`src/rtl/mem_arb_pkg.sv`:
```
// Shared types for the data-memory arbiter: FSM state encoding and default bus widths.
package mem_arb_pkg;

  localparam int unsigned ADDR_W_DEF = 8;
  localparam int unsigned DATA_W_DEF = 8;

  typedef enum logic [1:0] {
    IDLE  = 2'd0,
    PEND  = 2'd1,
    STALL = 2'd2,
    ACK   = 2'd3
  } state_t;

endpackage

```
`src/rtl/mem_arbiter_starve_timer.sv`:
```
// Saturating count of CPU-busy cycles seen by a pending DMA request.
// o_expire fires on the busy cycle that brings the count up to STARVE_LIMIT.
module starve_timer #(
  parameter int unsigned STARVE_LIMIT = 4
) (
  input  logic clk,
  input  logic rst,
  input  logic i_clr,
  input  logic i_inc,
  output logic o_expire
);

  logic [7:0] r_cnt;
  logic [8:0] w_cnt_plus1;

  assign w_cnt_plus1 = {1'b0, r_cnt} + 9'd1;
  assign o_expire    = i_inc && (w_cnt_plus1 == 9'(STARVE_LIMIT));

  always_ff @(posedge clk or negedge rst) begin
    if (!rst) begin
      r_cnt <= '0;
    end else if (i_clr) begin
      r_cnt <= '0;
    end else if (i_inc && (r_cnt != 8'hFF)) begin
      r_cnt <= r_cnt + 8'd1;
    end
  end

endmodule

```
`src/rtl/mem_arbiter.sv`:
```
// Single-port data-memory arbiter: CPU has fixed priority and a combinational passthrough,
// DMA is served in CPU-idle cycles or forced through by stalling the CPU after starvation.
module mem_arbiter
  import mem_arb_pkg::*;
#(
  parameter int unsigned ADDR_W       = ADDR_W_DEF,
  parameter int unsigned DATA_W       = DATA_W_DEF,
  parameter int unsigned STARVE_LIMIT = 4
) (
  input  logic              clk,
  input  logic              rst,
  input  logic              cpu_read,
  input  logic              cpu_write,
  input  logic [ADDR_W-1:0] cpu_address,
  input  logic [DATA_W-1:0] cpu_dout,
  output logic [DATA_W-1:0] cpu_din,
  output logic              cpu_stall,
  input  logic              dma_req,
  input  logic              dma_we,
  input  logic [ADDR_W-1:0] dma_addr,
  input  logic [DATA_W-1:0] dma_wdata,
  output logic              dma_ack,
  output logic [DATA_W-1:0] dma_rdata,
  output logic [ADDR_W-1:0] mem_addr,
  output logic [DATA_W-1:0] mem_wdata,
  output logic              mem_we,
  output logic              mem_re,
  input  logic [DATA_W-1:0] mem_rdata
);

  state_t            r_state;
  state_t            w_state_nxt;
  logic              r_cpu_stall;
  logic              r_dma_ack;
  logic [DATA_W-1:0] r_dma_rdata;
  logic [ADDR_W-1:0] r_lat_addr;
  logic [DATA_W-1:0] r_lat_wdata;
  logic              r_lat_we;

  logic w_cpu_busy;
  logic w_dma_cycle;
  logic w_latch;
  logic w_expire;

  assign w_cpu_busy  = cpu_read | cpu_write;
  assign w_latch     = (r_state == IDLE) && dma_req;
  // The DMA owns the bus in a CPU-idle PEND cycle or unconditionally while the CPU is stalled.
  assign w_dma_cycle = ((r_state == PEND) && !w_cpu_busy) || (r_state == STALL);

  starve_timer #(
    .STARVE_LIMIT (STARVE_LIMIT)
  ) u_starve_timer (
    .clk      (clk),
    .rst      (rst),
    .i_clr    (w_latch),
    .i_inc    ((r_state == PEND) && w_cpu_busy),
    .o_expire (w_expire)
  );

  always_comb begin
    w_state_nxt = r_state;
    case (r_state)
      IDLE:    if (dma_req) w_state_nxt = PEND;
      PEND: begin
        if (!w_cpu_busy)   w_state_nxt = ACK;
        else if (w_expire) w_state_nxt = STALL;
      end
      STALL:   w_state_nxt = ACK;
      ACK:     w_state_nxt = IDLE;
      default: w_state_nxt = IDLE;
    endcase
  end

  always_ff @(posedge clk or negedge rst) begin
    if (!rst) begin
      r_state     <= IDLE;
      r_cpu_stall <= 1'b0;
      r_dma_ack   <= 1'b0;
      r_dma_rdata <= '0;
      r_lat_addr  <= '0;
      r_lat_wdata <= '0;
      r_lat_we    <= 1'b0;
    end else begin
      r_state     <= w_state_nxt;
      r_cpu_stall <= (w_state_nxt == STALL);
      r_dma_ack   <= (w_state_nxt == ACK);
      if (w_latch) begin
        r_lat_addr  <= dma_addr;
        r_lat_wdata <= dma_wdata;
        r_lat_we    <= dma_we;
      end
      if (w_dma_cycle && !r_lat_we) begin
        r_dma_rdata <= mem_rdata;
      end
    end
  end

  // CPU writes during a stall never reach memory because the DMA owns the bus then.
  always_comb begin
    mem_addr  = '0;
    mem_wdata = '0;
    mem_we    = 1'b0;
    mem_re    = 1'b0;
    if (w_dma_cycle) begin
      mem_addr  = r_lat_addr;
      mem_wdata = r_lat_wdata;
      mem_we    = r_lat_we;
      mem_re    = ~r_lat_we;
    end else if (w_cpu_busy) begin
      mem_addr  = cpu_address;
      mem_wdata = cpu_dout;
      mem_we    = cpu_write;
      mem_re    = cpu_read & ~cpu_write;
    end
  end

  assign cpu_din   = mem_rdata;
  assign cpu_stall = r_cpu_stall;
  assign dma_ack   = r_dma_ack;
  assign dma_rdata = r_dma_rdata;

endmodule

```
`config.mk`:
```
export PLATFORM = sky130hd
export DESIGN_NAME = mem_arbiter
export DESIGN_NICKNAME = d
export VERILOG_FILES = /design/src/rtl/mem_arb_pkg.sv /design/src/rtl/mem_arbiter_starve_timer.sv /design/src/rtl/mem_arbiter.sv
export SDC_FILE = /design/constraint.sdc
export NUM_CORES = 1
export LEC_CHECK = 0
export ABC_AREA = 1
export CAP_MARGIN = 20
export CORE_ASPECT_RATIO = 1.2
export CORE_MARGIN = 2
export CORE_UTILIZATION = 42
export DETAILED_ROUTE_END_ITERATION = 10
export PLACE_DENSITY_LB_ADDON = 0.08
export SLEW_MARGIN = 0
export SYNTH_ARGS = -nofsm -noshare
export SYNTH_HDL_FRONTEND = slang
export SYNTH_SLANG_ARGS = --single-unit
```
`constraint.sdc`:
```
create_clock -name clk -period 2.9 [get_ports clk]
set_input_delay 0.87 -clock clk [delete_from_list [all_inputs] [get_ports clk]]
set_output_delay 0.87 -clock clk [all_outputs]
set_load 0.005 [all_outputs]
```
# [After elaboration in Yosys (flattened, before gate mapping)]
# Index checks and enable logic that the tools add are counted.
[classes] addsub=2 n_eq_ne=7 mux=14 bitwise=4 n_reduce_logical=11
[op_table] cell="8-bit two-way mux" count=6
[op_table] cell="8-bit by 1-bit adder with 9-bit output, second input constant" count=1
[op_table] cell="9-bit by 3-bit equality test with 1-bit output, second input constant" count=1
[op_table] cell="8-bit by 1-bit adder with 8-bit output, second input constant" count=1
[op_table] cell="2-bit equality test, second input constant" count=4
[op_table] cell="8-bit != test, second input constant" count=1
[op_table] cell="2-bit case mux with 4 select lines" count=1
[op_table] cell="1-bit logical AND" count=6
[op_table] cell="2-bit two-way mux" count=3
[op_table] cell="1-bit two-way mux" count=4
[op_table] cell="2-bit by 1-bit equality test with 1-bit output, second input constant" count=1
[op_table] cell="1-bit logical NOT" count=2
[op_table] cell="2-bit logical NOT" count=1
[op_table] cell="1-bit NOT" count=2
[op_table] cell="2-bit nonzero test" count=1
[op_table] cell="1-bit bitwise AND" count=1
[op_table] cell="1-bit logical OR" count=1
[op_table] cell="1-bit OR" count=1
[totals] register_bits=37 output_inout_bits=36 wordCells=46

# [Longest topological paths before layout]
# Gate-level depths: netlist (run 1).
[depth] depth_word=7 depth_mapped=10 mapped_depth_nobuf=9

# [Cells and area by module]
# Synthesis (run 1) repeated with hierarchy kept, for this count alone.
[unflattened] cells_unflattened=267 hier_area_um2=2008.2
[modules_own_cells] module="mem_arbiter" n_inst=1 cells_each=193 area_each_um2=1465.2 seq_area_each_um2=725.7
[modules_own_cells] module="starve_timer" n_inst=1 cells_each=74 area_each_um2=543.0 seq_area_each_um2=200.2

# [Worst setup path before layout (run 1)]
# OpenSTA, ideal clock, no wires.
[synth_timing] kind="input -> output" from="input cpu_read" to="output mem_we" arrival_time_ns=1.874 required_ns=2.030 path_slack_ns=0.156 path_stages=8 path_buffers=2 cell_sequence="nor2_1 -> inv_2 -> o21ai_2 -> inv_2 -> or2_1 -> buf_6 -> buf_6 -> o21a_1"
[synth_via] elab_chain_cells=5 word_cells_on_any_way=6 cone_classes="mux: 2; bitwise: 1; reduce/logical: 3"
[synth_rtl] item="start, declared" line_no="mem_arbiter.sv:12" text="input logic cpu_read,"
[synth_rtl] item="1-bit OR *" line_no="mem_arbiter.sv:45" text="assign w_cpu_busy = cpu_read | cpu_write;"
[synth_rtl] item="1-bit logical NOT"
[synth_rtl] item="1-bit logical AND" line_no="mem_arbiter.sv:48" text="assign w_dma_cycle = ((r_state == PEND) && !w_cpu_busy) || (r_state == STALL);"
[synth_rtl] item="1-bit logical OR" line_no="mem_arbiter.sv:48"
[synth_rtl] item="1-bit two-way mux *" line_no="mem_arbiter.sv:104" text="if (w_dma_cycle) begin"
[synth_rtl] item="end, declared" line_no="mem_arbiter.sv:26" text="output logic mem_we,"
# Mark *: on every way between the ends. The rest lies on a longest branch, timed or not.

# [Worst setup path in the final report (run 1)]
[layout_timing] from="input cpu_write" to="output mem_re"
[layout_via] elab_chain_cells=5 word_cells_on_any_way=8 cone_classes="mux: 2; bitwise: 3; reduce/logical: 3"
[layout_rtl] item="start, declared" line_no="mem_arbiter.sv:13" text="input logic cpu_write,"
[layout_rtl] item="1-bit OR" line_no="mem_arbiter.sv:45"
[layout_rtl] item="1-bit logical NOT"
[layout_rtl] item="1-bit logical AND" line_no="mem_arbiter.sv:48"
[layout_rtl] item="1-bit logical OR" line_no="mem_arbiter.sv:48"
[layout_rtl] item="1-bit two-way mux *" line_no="mem_arbiter.sv:104"
[layout_rtl] item="end, declared" line_no="mem_arbiter.sv:27" text="output logic mem_re,"
# Marked as above.

==> results.txt, run 1 <==
----------------------------------------------------
[Cells and area]
  Number of standard cells in the layout, taps in and fillers out ... 377
  Nets ... around 370
  Area growth from synthesis to final layout ... 54.2%
  Commonest non-fill, non-tap cells in the layout ... nand2_1, clkdlybuf4s50_1, dfrtp_1
  Leading cell type in the layout, fill and taps excluded ... nand2_1
  Count of fill cells added during filler insertion ... 400
  Count of inserted antenna diode cells ... 0
  Flip-flop and latch area ... 926 um2
  Layout cells sized above 1 ... 24.8%
  Area of combinational cells with multiple inputs ... around 820 um2

[Worst setup path]
  Crit end category ... output port
  Critical path start-end classification ... in2out
  Buf+Inv Stages, Crit Path ... 5
  Worst setup SP type ... input pin
  Maximum cell stage delay along the critical path ... 0.22 ns
  Cells along the critical path ... buf_8 -> nor2_4 -> inv_2 -> o21ai_4 -> buf_6 -> inv_4 -> or2_4 -> o31ai_1 -> buf_2
  Cell family with the largest share of critical-path delay ... buffers and inverters
  Max Fanout on Critical Path ... 4
  Data required time at the worst endpoint ... 2.03 ns
  Critical Path AT ... 1.97 ns
  Slowest stage cell on the critical path ... o21ai_4

[Floorplanning]
  Row cnt ... 27
  Die H ... 78.3 um
  Overall die area ... 0.00516 mm2
  # IOs ... 82
  Horiz. Die Dim ... around 66 um
  Effective utilization at floorplan ... 43.0%
  Core Area ... 0.00449 mm2

[GRT]
  Met2 Resource Use GR ... 33.3%
  Global-route met3 utilization ... 6.16%
  Grt peak-use layer ... met2
  Met1 GRT Util ... 26.7%
  Via count of the first global-routing pass ... roughly 1800
  Pin count of the biggest net entering global routing ... 38
  First-pass GRT wire length ... a little over 8 mm
  Grt ovf ... 0
  Number of antenna violations at the first check in global routing ... 0
  Global-route usage over all layers ... 20.7%

[Placement]
  Worst-case setup slack after placement ... -0.645 ns
  Count of port buffers added during placement ... 81
  Post-Place Cells ... 354
  HPWL after detailed placement ... 3.31 mm
  Final RePlAce weighted congestion ... 0.872

[Synthesis]
  Register area share after synthesis ... 47.9%
  Post-Synthesis Cell Area ... ~0.0019 mm2
  Number of distinct library cell variants in the gate-level netlist after synthesis ... 23
  Synthesized flop and latch total ... 37
  Count of mapped cells out of synthesis ... 224
  Syn Nets ... roughly 270
  Post-synthesis average cell area ... 8.62 um2
  YS warnings ... 0

[CTS]
  CTS tree ... built
  Sink Count ... 37
  Clk root buf ... clkbuf_8
  H-Tree Depth ... 2
  Clock transition at path regs ... ~0.07 ns
  Source-to-sink clock delay at the later pin of the worst-skew pair ... 0.29 ns
  Buffers from clock root to sink, at most ... 2
  Number of hold-repair buffers added at the cts stage ... 0
  Inserted Clock Buffers ... 5

[Timing]
  Clock period minus final worst setup slack ... around 2.8 ns
  Final setup slack of the worst path ... 0.0590 ns
  Clock skew ... 0.00399 ns
  Timing-limited maximum frequency ... 352 MHz
  Final number of setup-violating endpoints ... 0
  Setup repair after global routing missed its margin ... yes
  Measured slew at the worst slew-check pin ... 0.805 ns
  Hold violation total from the final report ... 0
  Period utilisation layout ... 98.0%
  Worst rel slew slack ... between 40% and 50%
  Fin. max-slew vios ... 0

[Detailed routing]
  Via-to-Cell Ratio ... 4.79
  Routed Antenna Nets ... 0
  Routed wire length per instance ... 12.8 um
  DRC Markers ... 0
  Iteration count of the initial detailed-routing pass ... 4
  Total wire length after detailed routing ... 4.81 mm
  Initial DRC Count ... 79
  Number of vias in the routed layout ... 1806

[Min path]
  Tightest Hold Check Type ... reg2reg

[Power]
  P per Cell Area ... ~900 mW/mm2
  Switching Share ... 33.0%
  Static leakage ... 1.47 nW
  Total internal power ... 1.75 mW
  Net Switching ... 0.862 mW
  Sequential Power Share ... about a third
  Worst vdd ir ... 469 uV
  Clock power frac ... 20.0%
  Logic gate share of total power ... approximately 45%

[Outcome]
  Outcome ... complete, no violations

[Job]
  Max cap viols ... 0

----------------------------------------------------
[routing by layer]
layer  wire length, um  share of wire, %
met3               282               5.9
met1              2100                44
met4                56               1.2
met5                 0                 0
met2              2370                49
[cells in the mapped netlist, drive strengths merged]
master,number,area [um2]
o22ai,1,6.26
o21ai,14,104
nand2,64,240
buf,14,100
nor3,1,5.00
o21bai,1,7.51
nor2,11,41.3
a21oi,1,5.00
o31ai,1,7.51
clkbuf,3,11.3
dfrtp,37,926
inv,25,93.8
nand3,28,140
mux2,17,191
o21a,1,7.51
xor2,3,26.3
ha,1,12.5
or2,1,6.26
[logic make-up after synthesis]
logic type,Yosys count,synth area share (%)
AO/OA/AOI/OAI,19,7.12
XOR/XNOR,3,1.36
adder cells (fa/ha/maj),1,0.648
buffers and inverters,42,10.6
flip-flops,37,47.9
multiplexers,17,9.91
AND/OR/NAND/NOR,105,22.4
[through the flow]
stage          hold slack, ns  area [um2]  power (mW)   TNS, ns  utilization, %
4_1_cts                 0.487        2990        2.62   -0.0471            66.5
2_1_floorplan           0.471        1930        1.50         0               -
5_1_grt                 0.498        2980        2.81  -0.00337            66.3
6_report                0.483        2980        2.61         0            66.3
3_5_place_dp            0.468        2760        2.00    -10.91            61.4
3_3_place_gp            0.465        2760        1.99    -10.44            61.4
[worst register-to-register path, delay by kind of cell, from the launching register on]
kind | cells | cell delay (ns)
buf+inv | 5 | 0.58
simple gates | 3 | 0.45
flops | 1 | 0.36
compound gates | 2 | 0.32
[timing repair]
action / CTS / global route
pin swaps: 3 / 2
buffers inserted: 12 / 2
gates resized for setup: 56 / 23
endpoints found under the setup margin: 18 / 14
gates cloned: 2 / 0
[worst paths after layout]
path / from / to / slack, ns / cells past startpoint
setup / recovery: cpu_write / mem_re / 0.06 / 9
hold / removal: dma_rdata[3]$_DFFE_PN0P_ / dma_rdata[3]$_DFFE_PN0P_ / 0.48 / 2
setup reg to reg: r_state[1]$_DFF_PN0_ / dma_rdata[7]$_DFFE_PN0P_ / 1.10 / 10
hold reg to reg: dma_rdata[3]$_DFFE_PN0P_ / dma_rdata[3]$_DFFE_PN0P_ / 0.48 / 2
max in group asynchronous: rst / r_lat_addr[7]$_DFFE_PN0P_ / 1.72 / 1
min in group asynchronous: rst / dma_rdata[0]$_DFFE_PN0P_ / 0.67 / 1
[flip-flops by register name, indices dropped and copies added (netlist names)]
| name | flops |
|---|---|
| r_lat_addr | 8 |
| r_lat_we | 1 |
| dma_rdata | 8 |
| u_starve_timer.r_cnt | 8 |
| cpu_stall | 1 |
| dma_ack | 1 |
| r_state | 2 |
| r_lat_wdata | 8 |
[layout make-up]
class	count	share of cell area [%]
multi-input cells	145	27.5
inverters	25	3.23
clock buffers	5	2.31
well taps	58	2.44
clock inverters	3	2.18
flip-flops and latches	37	31.1
repair buffers	104	31.3
[power by group through the flow]
| stage | logic (mW) | clock network [mW] | registers, mW |
|---|---|---|---|
| 3_5_place_dp | 1.09 | 0 | 0.910 |
| 2_1_floorplan | 0.624 | 0 | 0.876 |
| 4_1_cts | 1.18 | 0.534 | 0.904 |
| 3_3_place_gp | 1.08 | 0 | 0.911 |
| 6_report | 1.19 | 0.522 | 0.906 |
| 5_1_grt | 1.32 | 0.552 | 0.937 |
Note: power is estimated with default switching activity, not from simulation.
==> run 2, diff against run 1 <==
--- a/config.mk
+++ b/config.mk
@@ -5,7 +5,6 @@
 export SDC_FILE = /design/constraint.sdc
 export NUM_CORES = 1
 export LEC_CHECK = 0
-export ABC_AREA = 1
 export CAP_MARGIN = 20
 export CORE_ASPECT_RATIO = 1.2
 export CORE_MARGIN = 2
==> results.txt, run 2 <==
----------------------------------------------------
[Synthesis]
  Post-Synthesis Cell Area ... 0.00184 mm2 (-4.9%)
  Xor-xnor portion of the synthesized cell area ... 0% (-1.4 points)
  Count of mapped cells out of synthesis ... 187 (-17%)
  Portion of netlist area occupied by mux cells ... 6.26% (-3.6 points)
  Register area share after synthesis ... 50.4% (+2.4 points)
  Top FF cell, synth ... dfrtp_1
  Synthesized flop and latch total ... 37 (unchanged)
  Number of distinct library cell variants in the gate-level netlist after synthesis ... 36 (+57%)
  Fraction of the mapped netlist area in compound gates ... 14.9% (+7.8 points)
  Syn Nets ... 234 (-14%)
  Ranking of synthesized cells by area ... dfrtp_1, nand2_1, a22o_1, mux2_1, buf_4
  Largest family of logic cells by synthesized area ... simple AND/OR/NAND/NOR gates
  Synth async-reset ratio ... 100% (unchanged)
  Leading area contributor after synthesis ... dfrtp_1
  Post-Synth Simple-Gate Area ... 21.0% (-1.4 points)
  Top post-synthesis cells by count ... nand2_1, dfrtp_1, a22o_1, buf_4, mux2_1
  Area share of fa/ha/maj cells after synthesis ... 0.681% (+0.033 points)
  Portion of synthesized cell area occupied by the leading cell type ... 50.4% (+2.4 points)
  Leading cell type by number of instances after synthesis ... nand2_1
  Count of flip-flops with a built-in enable after synthesis ... 0 (unchanged)
  Post-synthesis average cell area ... 9.83 um2 (+14%)
  YS warnings ... 0 (unchanged)

[CTS]
  Source-to-sink clock delay at the later pin of the worst-skew pair ... 0.28 ns (about the same)
  Buffers from clock root to sink, at most ... 2 (unchanged)
  Inserted Clock Buffers ... 5 (unchanged)
  CTS tree ... built
  Number of hold-repair buffers added at the cts stage ... 0 (unchanged)
  Sink Count ... 37 (unchanged)
  Clock transition at path regs ... 0.06 ns (about the same)
  H-Tree Depth ... 2 (unchanged)
  Clk root buf ... clkbuf_8

[Cells and area]
  Count of inserted antenna diode cells ... 0 (unchanged)
  Area growth from synthesis to final layout ... 53.3%
  Leading cell type in the layout, fill and taps excluded ... clkdlybuf4s50_1
  Final core utilization ... 66.6% (+0.32 points)
  Commonest non-fill, non-tap cells in the layout ... clkdlybuf4s50_1, nand2_1, dfrtp_1
  Layout cells sized above 1 ... 19.9% (-4.9 points)
  Nets ... 330 (-9.6%)

[Timing]
  Clock period minus final worst setup slack ... 2.90 ns (+0.0619 ns)
  Timing-limited maximum frequency ... 344 MHz (-2.1%)
  Measured slew at the worst slew-check pin ... 0.814 ns (+0.00823 ns)
  Period utilisation layout ... 100% (+2.1 points)
  Clock skew ... 0.00424 ns (+0.000246 ns)
  Hold violation total from the final report ... 0 (unchanged)
  Fin. max-slew vios ... 0 (unchanged)
  Worst hold margin ... 0.481 ns (-0.00253 ns)
  Final setup slack of the worst path ... -0.00295 ns (-0.0619 ns)
  Final number of setup-violating endpoints ... 1 (+1)
  Setup repair after global routing missed its margin ... yes
  Worst rel slew slack ... 45.8% (-0.55 points)
  Total negative slack ... -0.00295 ns (-0.00295 ns)

[Worst setup path]
  Critical Path AT ... 2.03 ns (+0.06 ns)
  Max Fanout on Critical Path ... 5 (+1)
  Crit end category ... output port
  Worst setup SP type ... input pin
  Data required time at the worst endpoint ... 2.03 ns (about the same)
  Critical path start-end classification ... in2out

[GRT]
  Pin count of the biggest net entering global routing ... 38 (unchanged)
  Via count of the first global-routing pass ... 1710 (-5.7%)
  Global-route usage over all layers ... 19.7% (-1.0 points)
  Number of antenna violations at the first check in global routing ... 0 (unchanged)
  First-pass GRT wire length ... 7.63 mm (-8.1%)
  Grt ovf ... 0 (unchanged)

[Placement]
  HPWL after detailed placement ... 3.01 mm (-9.2%)
  Worst-case setup slack after placement ... -0.620 ns (+0.0240 ns)
  Count of port buffers added during placement ... 81 (unchanged)
  Final RePlAce weighted congestion ... 0.762 (-13%)

[Detailed routing]
  Routed wire length per instance ... 13.5 um (+6.1%)
  DRC Markers ... 0 (unchanged)
  Via-to-Cell Ratio ... 4.93 (+3.0%)
  Initial DRC Count ... 61 (-23%)
  Number of vias in the routed layout ... 1667 (-7.7%)
  Total wire length after detailed routing ... 4.57 mm (-4.9%)
  Routed Antenna Nets ... 0 (unchanged)
  Iteration count of the initial detailed-routing pass ... 4 (unchanged)

[Floorplanning]
  Core Area ... 0.00423 mm2 (-5.9%)
  Die H ... 76.5 um (-2.3%)
  Effective utilization at floorplan ... 43.5% (+0.47 points)
  # IOs ... 82 (unchanged)
  Row cnt ... 26 (-3.7%)
  Horiz. Die Dim ... 64.4 um (-2.3%)
  Overall die area ... 0.00492 mm2 (-4.6%)

[Job]
  Max cap viols ... 0 (unchanged)

[Power]
  Worst vdd ir ... 408 uV (-13%)
  Static leakage ... 1.37 nW (-7.3%)
  P per Cell Area ... 792 mW/mm2 (-9.7%)

[Min path]
  Tightest Hold Check Type ... reg2reg

[Outcome]
  Failing checks ... setup timing
  Outcome ... finished, violations left

----------------------------------------------------
[run 2: kinds of logic after synthesis]
kind of cell / after synthesis
AOI/OAI and AO/OA: 33
muxes: 10
DFF: 37
and+or+nand+nor: 86
adders and majority gates: 1
buffers and inverters: 20
[run 2: routing by layer]
layer,vias to the layer above,global-route usage (%),part of all wire (%)
met5,-,0,0
met4,0,6.38,1.4
met3,6,5.47,5.8
met1,787,22.5,41
met2,46,35.1,52
li1,828,-,-
[run 2: path summary, 6_finish.rpt]
check / from / to / slack, ns / depth (start not counted)
worst max-delay path: cpu_write / mem_wdata[4] / -0.003 / 9
worst min-delay path: r_lat_addr[1]$_DFFE_PN0P_ / r_lat_addr[1]$_DFFE_PN0P_ / 0.48 / 2
min in group asynchronous: rst / u_starve_timer.r_cnt[2]$_DFFE_PN0P_ / 0.67 / 1
worst max register to register: r_state[1]$_DFF_PN0_ / dma_rdata[7]$_DFFE_PN0P_ / 0.86 / 7
worst min register to register: r_lat_addr[1]$_DFFE_PN0P_ / r_lat_addr[1]$_DFFE_PN0P_ / 0.48 / 2
max in group asynchronous: rst / r_lat_addr[7]$_DFFE_PN0P_ / 1.71 / 1
[run 2: where the power goes]
group | internal, mW | switching (mW)
combinational | 0.591 | 0.433
sequential | 0.734 | 0.147
clock | 0.158 | 0.169
total | 1.48 | 0.748
[run 2: cell type report]
| cell class | count | area (um2) |
|---|---|---|
| fillers | 361 | 1410 |
| repair buffers | 107 | 942 |
| flip-flops and latches | 37 | 926 |
| multi-input cells | 130 | 798 |
| well taps | 56 | 70.1 |
| clock buffers | 5 | 68.8 |
| inverters | 2 | 7.51 |
| clock inverters | 1 | 5.00 |
[run 2: metrics by stage]
stage	area [um2]	cells	total power, mW
CTS	2860	336	2.25
floorplan	1840	187	1.38
global route	2820	338	2.40
detailed placement	2670	315	1.85
global placement	2670	315	1.82
finish	2820	338	2.23
[run 2: timing repair]
action	in CTS	in global routing
gates resized for setup	51	14
buffers inserted	13	2
cloned	2	0
pin swaps	4	2
endpoints found under the setup margin	18	12
[run 2: worst max-delay path, cell delays in order]
cell,delay (ns)
buf_2,0.10
nor2_2,0.04
a21o_1,0.19
buf_4,0.15
buf_6,0.12
buf_4,0.13
buf_4,0.12
a22o_1,0.19
buf_2,0.12
==> run 3, diff against run 2 <==
--- a/config.mk
+++ b/config.mk
@@ -8,7 +8,7 @@
 export CAP_MARGIN = 20
 export CORE_ASPECT_RATIO = 1.2
 export CORE_MARGIN = 2
-export CORE_UTILIZATION = 42
+export CORE_UTILIZATION = 38
 export DETAILED_ROUTE_END_ITERATION = 10
 export PLACE_DENSITY_LB_ADDON = 0.08
 export SLEW_MARGIN = 0
==> constraint.sdc (replaced) <==
create_clock -name clk -period 2.3 [get_ports clk]
set_input_delay 0.69 -clock clk [delete_from_list [all_inputs] [get_ports clk]]
set_output_delay 0.69 -clock clk [all_outputs]
set_load 0.005 [all_outputs]
==> results.txt, run 3 (synthesized netlist as in run 2, its figures left out) <==
----------------------------------------------------
[Power]
  Total internal power ... 1.94 mW (+31%)
  Switching Share ... 33.3% (-0.22 points)
  Sequential Power Share ... 38.1% (-1.4 points)
  Worst vdd ir ... 579 uV (+42%)
  Overall power consumption ... 2.91 mW (+30%)
  Clock power frac ... 14.2% (-0.5 points)
  Logic gate share of total power ... 47.7% (+1.8 points)
  P per Cell Area ... 1010 mW/mm2 (+28%)
  Net Switching ... 0.968 mW (+29%)
  Static leakage ... 1.39 nW (+1.6%)

[Detailed routing]
  Number of vias in the routed layout ... 1649 (-1.1%)
  DRC Markers ... 0 (unchanged)
  Initial DRC Count ... 72 (+18%)
  Total wire length after detailed routing ... 4.69 mm (+2.6%)
  Iteration count of the initial detailed-routing pass ... 4 (unchanged)
  Via-to-Cell Ratio ... 4.86 (-1.4%)
  Routed Antenna Nets ... 0 (unchanged)
  Routed wire length per instance ... 13.8 um (+2.3%)

[Worst setup path]
  Capturing point of the worst reg2reg path ... dma_rdata[0]$_DFFE_PN0P_
  Worst setup SP type ... input pin
  Startpoint of the worst register-to-register path ... r_state[1]$_DFF_PN0_
  Cells along the critical path ... buf_6 -> nor2_4 -> a21o_1 -> buf_6 -> mux2_4 -> o21ba_4 -> buf_6
  CP dominant cell by count ... buf_6
  Number of cells on the worst reg-to-reg path ... 6 (-1)
  Maximum cell stage delay along the critical path ... 0.30 ns (+0.11 ns)
  Max Fanout on Critical Path ... 3 (-2)
  Setup slack of the most critical reg-to-reg path ... 0.59 ns (-0.27 ns)
  Critical path start-end classification ... in2out
  Data required time at the worst endpoint ... 1.61 ns (-0.42 ns)
  Slowest stage cell on the critical path ... mux2_4
  Crit end category ... output port
  Critical Path AT ... 1.79 ns (-0.24 ns)

[Floorplanning]
  Overall die area ... 0.00541 mm2 (+9.9%)
  Horiz. Die Dim ... 67.5 um (+4.8%)
  Core Area ... 0.00463 mm2 (+9.4%)
  Row cnt ... 27 (+3.8%)
  Die H ... 80.2 um (+4.9%)
  Effective utilization at floorplan ... 39.7% (-3.7 points)
  # IOs ... 82 (unchanged)

[CTS]
  Source-to-sink clock delay at the later pin of the worst-skew pair ... 0.28 ns (about the same)
  Clk root buf ... clkbuf_8
  Buffers from clock root to sink, at most ... 2 (unchanged)
  CTS tree ... built
  Clock transition at path regs ... 0.07 ns (about the same)
  Sink Count ... 37 (unchanged)
  H-Tree Depth ... 2 (unchanged)
  Inserted Clock Buffers ... 5 (unchanged)

[GRT]
  Number of antenna violations at the first check in global routing ... 0 (unchanged)
  Pin count of the biggest net entering global routing ... 38 (unchanged)
  Global-route usage over all layers ... 18.3% (-1.4 points)
  Via count of the first global-routing pass ... 1635 (-4.4%)
  First-pass GRT wire length ... 7.58 mm (-0.63%)
  Grt ovf ... 0 (unchanged)

[Job]
  Max cap viols ... 0 (unchanged)

[Cells and area]
  Nets ... 329 (-0.30%)
  Count of inserted antenna diode cells ... 0 (unchanged)
  Number of standard cells in the layout, taps in and fillers out ... 339 (+0.30%)
  Leading cell type in the layout, fill and taps excluded ... nand2_1
  Commonest non-fill, non-tap cells in the layout ... nand2_1, clkdlybuf4s50_1, dfrtp_1
  Area growth from synthesis to final layout ... 55.9%
  Count of fill cells added during filler insertion ... 410 (+14%)
  Layout cells sized above 1 ... 21.7% (+1.9 points)

[Timing]
  Setup repair after global routing missed its margin ... yes
  Fin. max-slew vios ... 0 (unchanged)
  Period utilisation layout ... 108%
  Measured slew at the worst slew-check pin ... 0.480 ns (-0.334 ns)
  Hold violation total from the final report ... 0 (unchanged)
  Final setup slack of the worst path ... -0.182 ns (-0.179 ns)
  Worst hold margin ... 0.442 ns (-0.0383 ns)
  Final number of setup-violating endpoints ... 11 (+10)
  Clock period minus final worst setup slack ... 2.48 ns
  Worst rel slew slack ... 68.0% (+22 points)
  Clock skew ... 0.00618 ns (+0.00194 ns)
  Timing-limited maximum frequency ... 403 MHz

[Placement]
  Post-Place Cells ... 324 (+2.9%)
  Count of port buffers added during placement ... 81 (unchanged)
  Worst-case setup slack after placement ... -0.843 ns (-0.222 ns)
  Final RePlAce weighted congestion ... 0.805 (+5.8%)
  HPWL after detailed placement ... 3.12 mm (+3.7%)

[Outcome]
  Failing checks ... setup timing
  Outcome ... finished, violations left

[Min path]
  Tightest Hold Check Type ... in2async

----------------------------------------------------
run 3: cell types whose count changed in the layout (fill, tap and decap cells not counted), moves of 3 or more:
cell / previous run / this run
buf_2: 5 / 17
buf_4: 20 / 16
buf_6: 6 / 11
clkbuf_2: 11 / 0
clkdlybuf4s50_1: 60 / 52
dlygate4sd2_1: 5 / 8
run 3: power by group through the flow:
stage | registers [mW] | logic (mW) | clock network [mW]
CTS | 1.11 | 1.39 | 0.433
detailed placement | 1.11 | 1.28 | 0
global placement | 1.10 | 1.26 | 0
floorplan | 1.08 | 0.664 | 0
finish | 1.11 | 1.39 | 0.412
global route | 1.14 | 1.54 | 0.454
run 3: worst max-delay path by stage:
stage / startpoint / endpoint / slack (ns) / cells past startpoint
floorplan: cpu_read / mem_re / 0.02 / 5
global placement: cpu_read / mem_re / -0.80 / 6
detailed placement: cpu_read / mem_re / -0.84 / 6
CTS: cpu_write / mem_re / -0.17 / 7
global route: r_state[1]$_DFF_PN0_ / mem_addr[2] / -0.25 / 7
finish: cpu_read / mem_re / -0.18 / 7
run 3: metal layers:
layer | routed length [um] | track usage (%) | vias up
met5 | 0 | 0 | -
met4 | 42 | 4.08 | 0
met3 | 282 | 5.60 | 7
met2 | 2410 | 30.8 | 51
met1 | 1960 | 22.7 | 761
li1 | - | - | 830
run 3: cell type report:
class                      count  area, um2  share of cell area, %
sequential                    37        926                   32.3
tap                           58       72.6                   2.53
clock inverter                 1       5.00                  0.175
timing repair buffer         106        975                   34.0
inverter                       2       7.51                  0.262
multi-input combinational    130        811                   28.3
clock buffer                   5       68.8                   2.40
run 3: timing repair:
| item | CTS | global route |
|---|---|---|
| resized for setup | 105 | 6 |
| pin swaps | 18 | 1 |
| setup endpoints to repair | 26 | 18 |
| cloned | 2 | 1 |
| hold buffers | 0 | 0 |
| buffers inserted | 5 | 2 |
run 3: critical path: cells and delay by family:
kind	cells	cell delay [ns]
AO/OA/AOI/OAI	2	0.40
multiplexers	1	0.30
buffers and inverters	3	0.29
AND/OR/NAND/NOR	1	0.10
run 3: stage by stage:
step | util (%) | setup TNS (ns) | cell area, um2
6_report | 61.9 | -1.33 | 2870
5_1_grt | 61.9 | -2.30 | 2870
4_1_cts | 61.4 | -1.63 | 2840
3_5_place_dp | 58.8 | -14.51 | 2720
3_3_place_gp | 58.8 | -13.65 | 2720
2_1_floorplan | - | 0 | 1840
==> edit 1: new RTL, settings of run 1 <==
The 4 states of `state_t` get a one-hot encoding in 4 bits.
--- a/src/rtl/mem_arb_pkg.sv
+++ b/src/rtl/mem_arb_pkg.sv
@@ -4,11 +4,11 @@
   localparam int unsigned ADDR_W_DEF = 8;
   localparam int unsigned DATA_W_DEF = 8;
 
-  typedef enum logic [1:0] {
-    IDLE  = 2'd0,
-    PEND  = 2'd1,
-    STALL = 2'd2,
-    ACK   = 2'd3
+  typedef enum logic [3:0] {
+    IDLE  = 4'b0001,
+    PEND  = 4'b0010,
+    STALL = 4'b0100,
+    ACK   = 4'b1000
   } state_t;
 
 endpackage
Check against the original RTL: same outputs for any inputs over 10 cycles, from zero or initial values and one cycle with rst low; not proved beyond that.
==> edit 1 against run 1 <==
  * Utilization is 1.7 points lower
  * Cell area shrank 0.38%
  * Worst hold slack lost 12 ps
  * Setup slack worse by 0.99 ps
  * Total power shrank 30%
  * Cell count grew 6.9%
  * Non-clock buffer count decreased by 5
  * Sequential share of layout area grew 1.8 points
  * Wire length rose by 4.2%
  * Sequential cell count is 2 higher
  * Global-route usage is 0.50 points lower
  * Synthesized area rose by 3.8%
  * Largest cell class is now registers
  * Largest power group is now registers
  * Highest routed layer unchanged
==> edit 1: results (changes against run 1) <==
Critical path
  • CP max stage cell: o21ai_4
  • Critical-path maximum fanout: 3 (-1)
  • Worst Setup SP: cpu_read
  • Reg2reg end: dma_rdata[7]
  • RR Startpoint: r_state[2]
  • Worst path top cell family by delay: buffers and inverters
  • Worst reg-to-reg path cell count: 9 (-1)
  • R2r setup slk: 1280 ps (+180 ps)
  • Critical Path End: mem_re
  • Slowest Stage Delay on Critical Path: 230 ps

Global routing
  • Global-route wire length before repair: 8110 um (-2.3%)
  • Gr usage total: 20.2% (-0.50 points)
  • Initial antenna violation count: 0 (unchanged)
  • Number of global-route vias before repair: 1865 (+2.9%)
  • Largest net degree at the start of global routing: 40 (+5.3%)

Power and ir drop
  • P_leak: 1.42 nW (-3.3%)
  • Max IR drop VDD: 0.326 mV (-30%)
  • Clk. pwr: 352 uW (-33%)
  • Sequential power: 807 uW (-11%)
  • Pint: 1.21 mW (-31%)

Clock tree
  • CTS buffer count: 5 (unchanged)
  • Clock root buffer: clkbuf_8
  • Worst-path clk slew: 70 ps (about the same)
  • CTS HTree Levels: 2 (unchanged)
  • Clock Path Buffers: 2 (unchanged)
  • Worst-Skew Late Latency: 290 ps (about the same)

Synth
  • Synth warn: 0 (unchanged)
  • Post-synth ARST share: 100% (unchanged)
  • XOR/XNOR Fraction of Synth Area: 0.874% (-0.49 points)
  • Synth cell types: 26 (+13%)
  • Post-synthesis compound-gate area fraction: 12.4% (+5.3 points)
  • Syn_nets: 300 (+11%)
  • Synth top area cells: dfrtp_1, nand2_1, nand3_1
  • Synth top cells by count: nand2_1, dfrtp_1, nand3_1, inv_1, o21ai_0
  • Post-Synth Adder-Cell Area: 0.624% (-0.023 points)
  • Count leader, synth: nand2_1
  • Sequential area share after synthesis: 48.8% (+0.82 points)
  • Multiplexer fraction of the synthesized cell area: 0% (-9.9 points)

Run status
  • Status: complete, no violations

Drt
  • DR iter-0 viols: 43 (-46%)
  • First-pass iteration count of the detailed router: 4 (unchanged)
  • DR vias/cell: 4.77 (-0.39%)
  • Drt wl/cell: 12.4 um (-2.5%)

Place
  • Routability cong.: 0.804 (-7.8%)
  • I/O Buffers: 81 (unchanged)
  • Post-DP HPWL: 3440 um (+3.8%)

Finish
  • Total Nets Final: 391 (+7.1%)
  • Fill cell count: 430 (+7.5%)
  • Share of cells above drive strength 1: 15.7% (-9.1 points)
  • Diodes inserted: 0 (unchanged)

Hold path
  • Hold crit path type: flip-flop to flip-flop

STA
  • Relative slew slack: 67.5% (+21 points)
  • Worst Skew: 4.33 ps (+0.332 ps)
==> edit 1: tightest hold or removal path, delay by kind of cell, from the launching register on <==
| kind | cells | cell delay (ps) |
|---|---|---|
| flip-flops | 1 | 350 |
| AND/OR/NAND/NOR | 2 | 90 |
==> edit 1: final cells by class <==
cell class / instances / share of cell area (%)
Tap cell: 58 / 2.45
Clock buffer: 7 / 2.57
Inverter: 34 / 4.43
Clock inverter: 1 / 0.169
Timing Repair Buffer: 99 / 30.1
Multi-Input combinational cell: 164 / 27.1
Sequential cell: 39 / 32.9
Timing Repair inverter: 1 / 0.253
==> edit 1: metrics by stage <==
stage	hold WS [ps]	instance area, sq um	setup WS, ps	std cells	power (mW)
finish	471	2970	58.0	403	1.83
CTS	476	2950	3.98	402	1.85
global placement	452	2840	-496	384	1.48
floorplan	465	2000	371	253	1.18
detailed placement	458	2840	-545	384	1.49
global route	490	2970	-5.34	403	1.98
==> edit 1: worst min path at each step <==
| stage | startpoint | end | slack, ps | cells after the start |
|---|---|---|---|---|
| after floorplan | dma_rdata[0] | dma_rdata[0] | 470 | 2 |
| after global placement | dma_rdata[3] | dma_rdata[3] | 450 | 2 |
| after detailed placement | dma_rdata[3] | dma_rdata[3] | 460 | 2 |
| after CTS | dma_rdata[3] | dma_rdata[3] | 480 | 2 |
| after global routing | dma_rdata[2] | dma_rdata[2] | 490 | 2 |
| final | dma_rdata[4] | dma_rdata[4] | 470 | 2 |
==> edit 1: metal layers <==
layer  track usage, %  routed length, um
met3             5.22                283
met5                0                  0
met1             21.8               1970
met2             36.4               2660
met4             8.57                 97
==> edit 1: repair_timing <==
action / 4_1_cts / 5_1_grt
gates cloned: 1 / 0
endpoints found under the setup margin: 18 / 18
setup buffers: 9 / 1
pin swaps: 7 / 3
gates resized for setup: 58 / 7
==> edit 2: new RTL, settings of run 1 <==
Without the edit above. `DATA_W_DEF`: 8 -> 9.
--- a/src/rtl/mem_arb_pkg.sv
+++ b/src/rtl/mem_arb_pkg.sv
@@ -2,7 +2,7 @@
 package mem_arb_pkg;
 
   localparam int unsigned ADDR_W_DEF = 8;
-  localparam int unsigned DATA_W_DEF = 8;
+  localparam int unsigned DATA_W_DEF = 9;
 
   typedef enum logic [1:0] {
     IDLE  = 2'd0,
Ports: changed (6 resized); port bits go from 82 to 88. No check against the original RTL was run, so the function may have changed too.
==> edit 2 against run 1 <==
  * Sequential power increased by 5.0%
  * Total power rose by 1.5%
  * Cell area up 7.0%
  * Synthesized area increased by 5.7%
  * Sequential cell count is 2 higher
  * Non-clock buffer count is 12 higher
  * Wire length grew 2.7%
  * Register-to-register slack worse by 50 ps
  * Via count increased by 2.5%
  * Highest routed layer unchanged
  * Setup slack got worse by 11 ps
==> edit 2: results (changes against run 1) <==
Synth
  • Sequential area share after synthesis: 47.8% (-0.13 points)
  • Synth warn: 0 (unchanged)
  • Synth top area cells: dfrtp_1, nand2_1, mux2_2
  • Synth top cells by count: nand2_1, dfrtp_1, nand3_1, inv_1, mux2_2
  • Synth cell types: 25 (+8.7%)
  • Avg Cell Area, Syn: 8.73 sq um (+1.2%)
  • Syn_nets: 284 (+4.8%)

Drt
  • Vias: 1852 (+2.5%)
  • First-pass iteration count of the detailed router: 4 (unchanged)
  • DR iter-0 viols: 68 (-14%)
  • Drt wl/cell: 12.4 um (-2.7%)
  • Final wirelength: 4940 um (+2.7%)

Clock tree
  • CTS buffer count: 5 (unchanged)
  • Worst-path clk slew: 70 ps (about the same)
  • Clock Path Buffers: 2 (unchanged)
  • CTS HTree Levels: 2 (unchanged)

STA
  • Relative slew slack: 42.7% (-3.6 points)
  • Max Clk Rate: 0.351 GHz (-0.38%)
  • Worst Skew: 5.05 ps (+1.06 ps)

Global routing
  • Largest net degree at the start of global routing: 40 (+5.3%)
  • Gr usage total: 20.0% (-0.77 points)
  • Global-route wire length before repair: 8010 um (-3.6%)
  • Number of global-route vias before repair: 1787 (-1.4%)

Critical path
  • Critical Path AT: 1980 ps
  • CP max stage cell: dlygate4sd2_1
  • RR Startpoint: r_state[1]
  • Reg2reg end: dma_rdata[6]
  • R2r setup slk: 1050 ps (-50 ps)
  • Worst path top cell family by delay: buffers and inverters

Place
  • I/O Buffers: 87 (+7.4%)
  • Placed insts: 370 (+4.5%)
  • Routability cong.: 0.772 (-11%)
  • Pre-CTS setup slack: -538 ps (+106 ps)
  • Post-DP HPWL: 3430 um (+3.5%)

Power and ir drop
  • P_leak: 1.57 nW (+6.4%)
  • Max IR drop VDD: 0.405 mV (-14%)

Finish
  • Total Nets Final: 389 (+6.6%)
  • Fill cell count: 371 (-7.2%)
  • Share of cells above drive strength 1: 24.7% (-0.059 points)
  • Diodes inserted: 0 (unchanged)

Run status
  • Status: complete, no violations
==> edit 2: repair_timing <==
action                     CTS  global route
hold buffers                 0             0
pin swaps                    3             4
setup buffers               16             3
resized for setup           53            28
setup endpoints to repair   19            17
gates cloned                 2             0
==> edit 2: metrics by stage <==
stage / hold WS [ps] / instance area (sq um)
after floorplan: 471 / 2040
after global placement: 466 / 2930
after detailed placement: 468 / 2930
after CTS: 487 / 3150
after global routing: 502 / 3190
final: 481 / 3190
==> edit 2: layer usage <==
metal / GRT usage (%) / vias up / wire, um
li1: - / 940 / -
met1: 22.8 / 848 / 1970
met2: 33.9 / 56 / 2550
met3: 6.30 / 8 / 314
met4: 7.96 / 0 / 103
met5: 0 / - / 0
==> edit 2: cell type report <==
type / instances / area, sq um / area share (%)
repair buffers: 116 / 1080 / 33.9
inverters: 26 / 97.6 / 3.06
clock buffers: 8 / 100 / 3.14
well taps: 58 / 72.6 / 2.28
multi-input cells: 151 / 862 / 27.0
flip-flops and latches: 39 / 976 / 30.6
==> edit 2: power breakdown <==
group / internal [mW] / switching (mW)
registers: 0.801 / 0.149
clock network: 0.217 / 0.184
logic: 0.743 / 0.559
==> edit 2: kinds of logic after synthesis <==
family,Yosys count,synth area share (%)
compound gates,20,7.54
fa+ha+maj,1,0.613
simple gates,109,22.1
xor+xnor,3,1.29
flops,39,47.8
mux,18,9.93
buf+inv,44,10.7
==> edit 2: worst max path at each step <==
stage | from | endpoint | cells after the start
floorplan | cpu_read | mem_we | 7
global placement | cpu_read | mem_re | 8
detailed placement | cpu_read | mem_re | 8
CTS | cpu_write | mem_wdata[0] | 11
global route | cpu_read | mem_wdata[2] | 11
finish | cpu_read | mem_addr[7] | 10
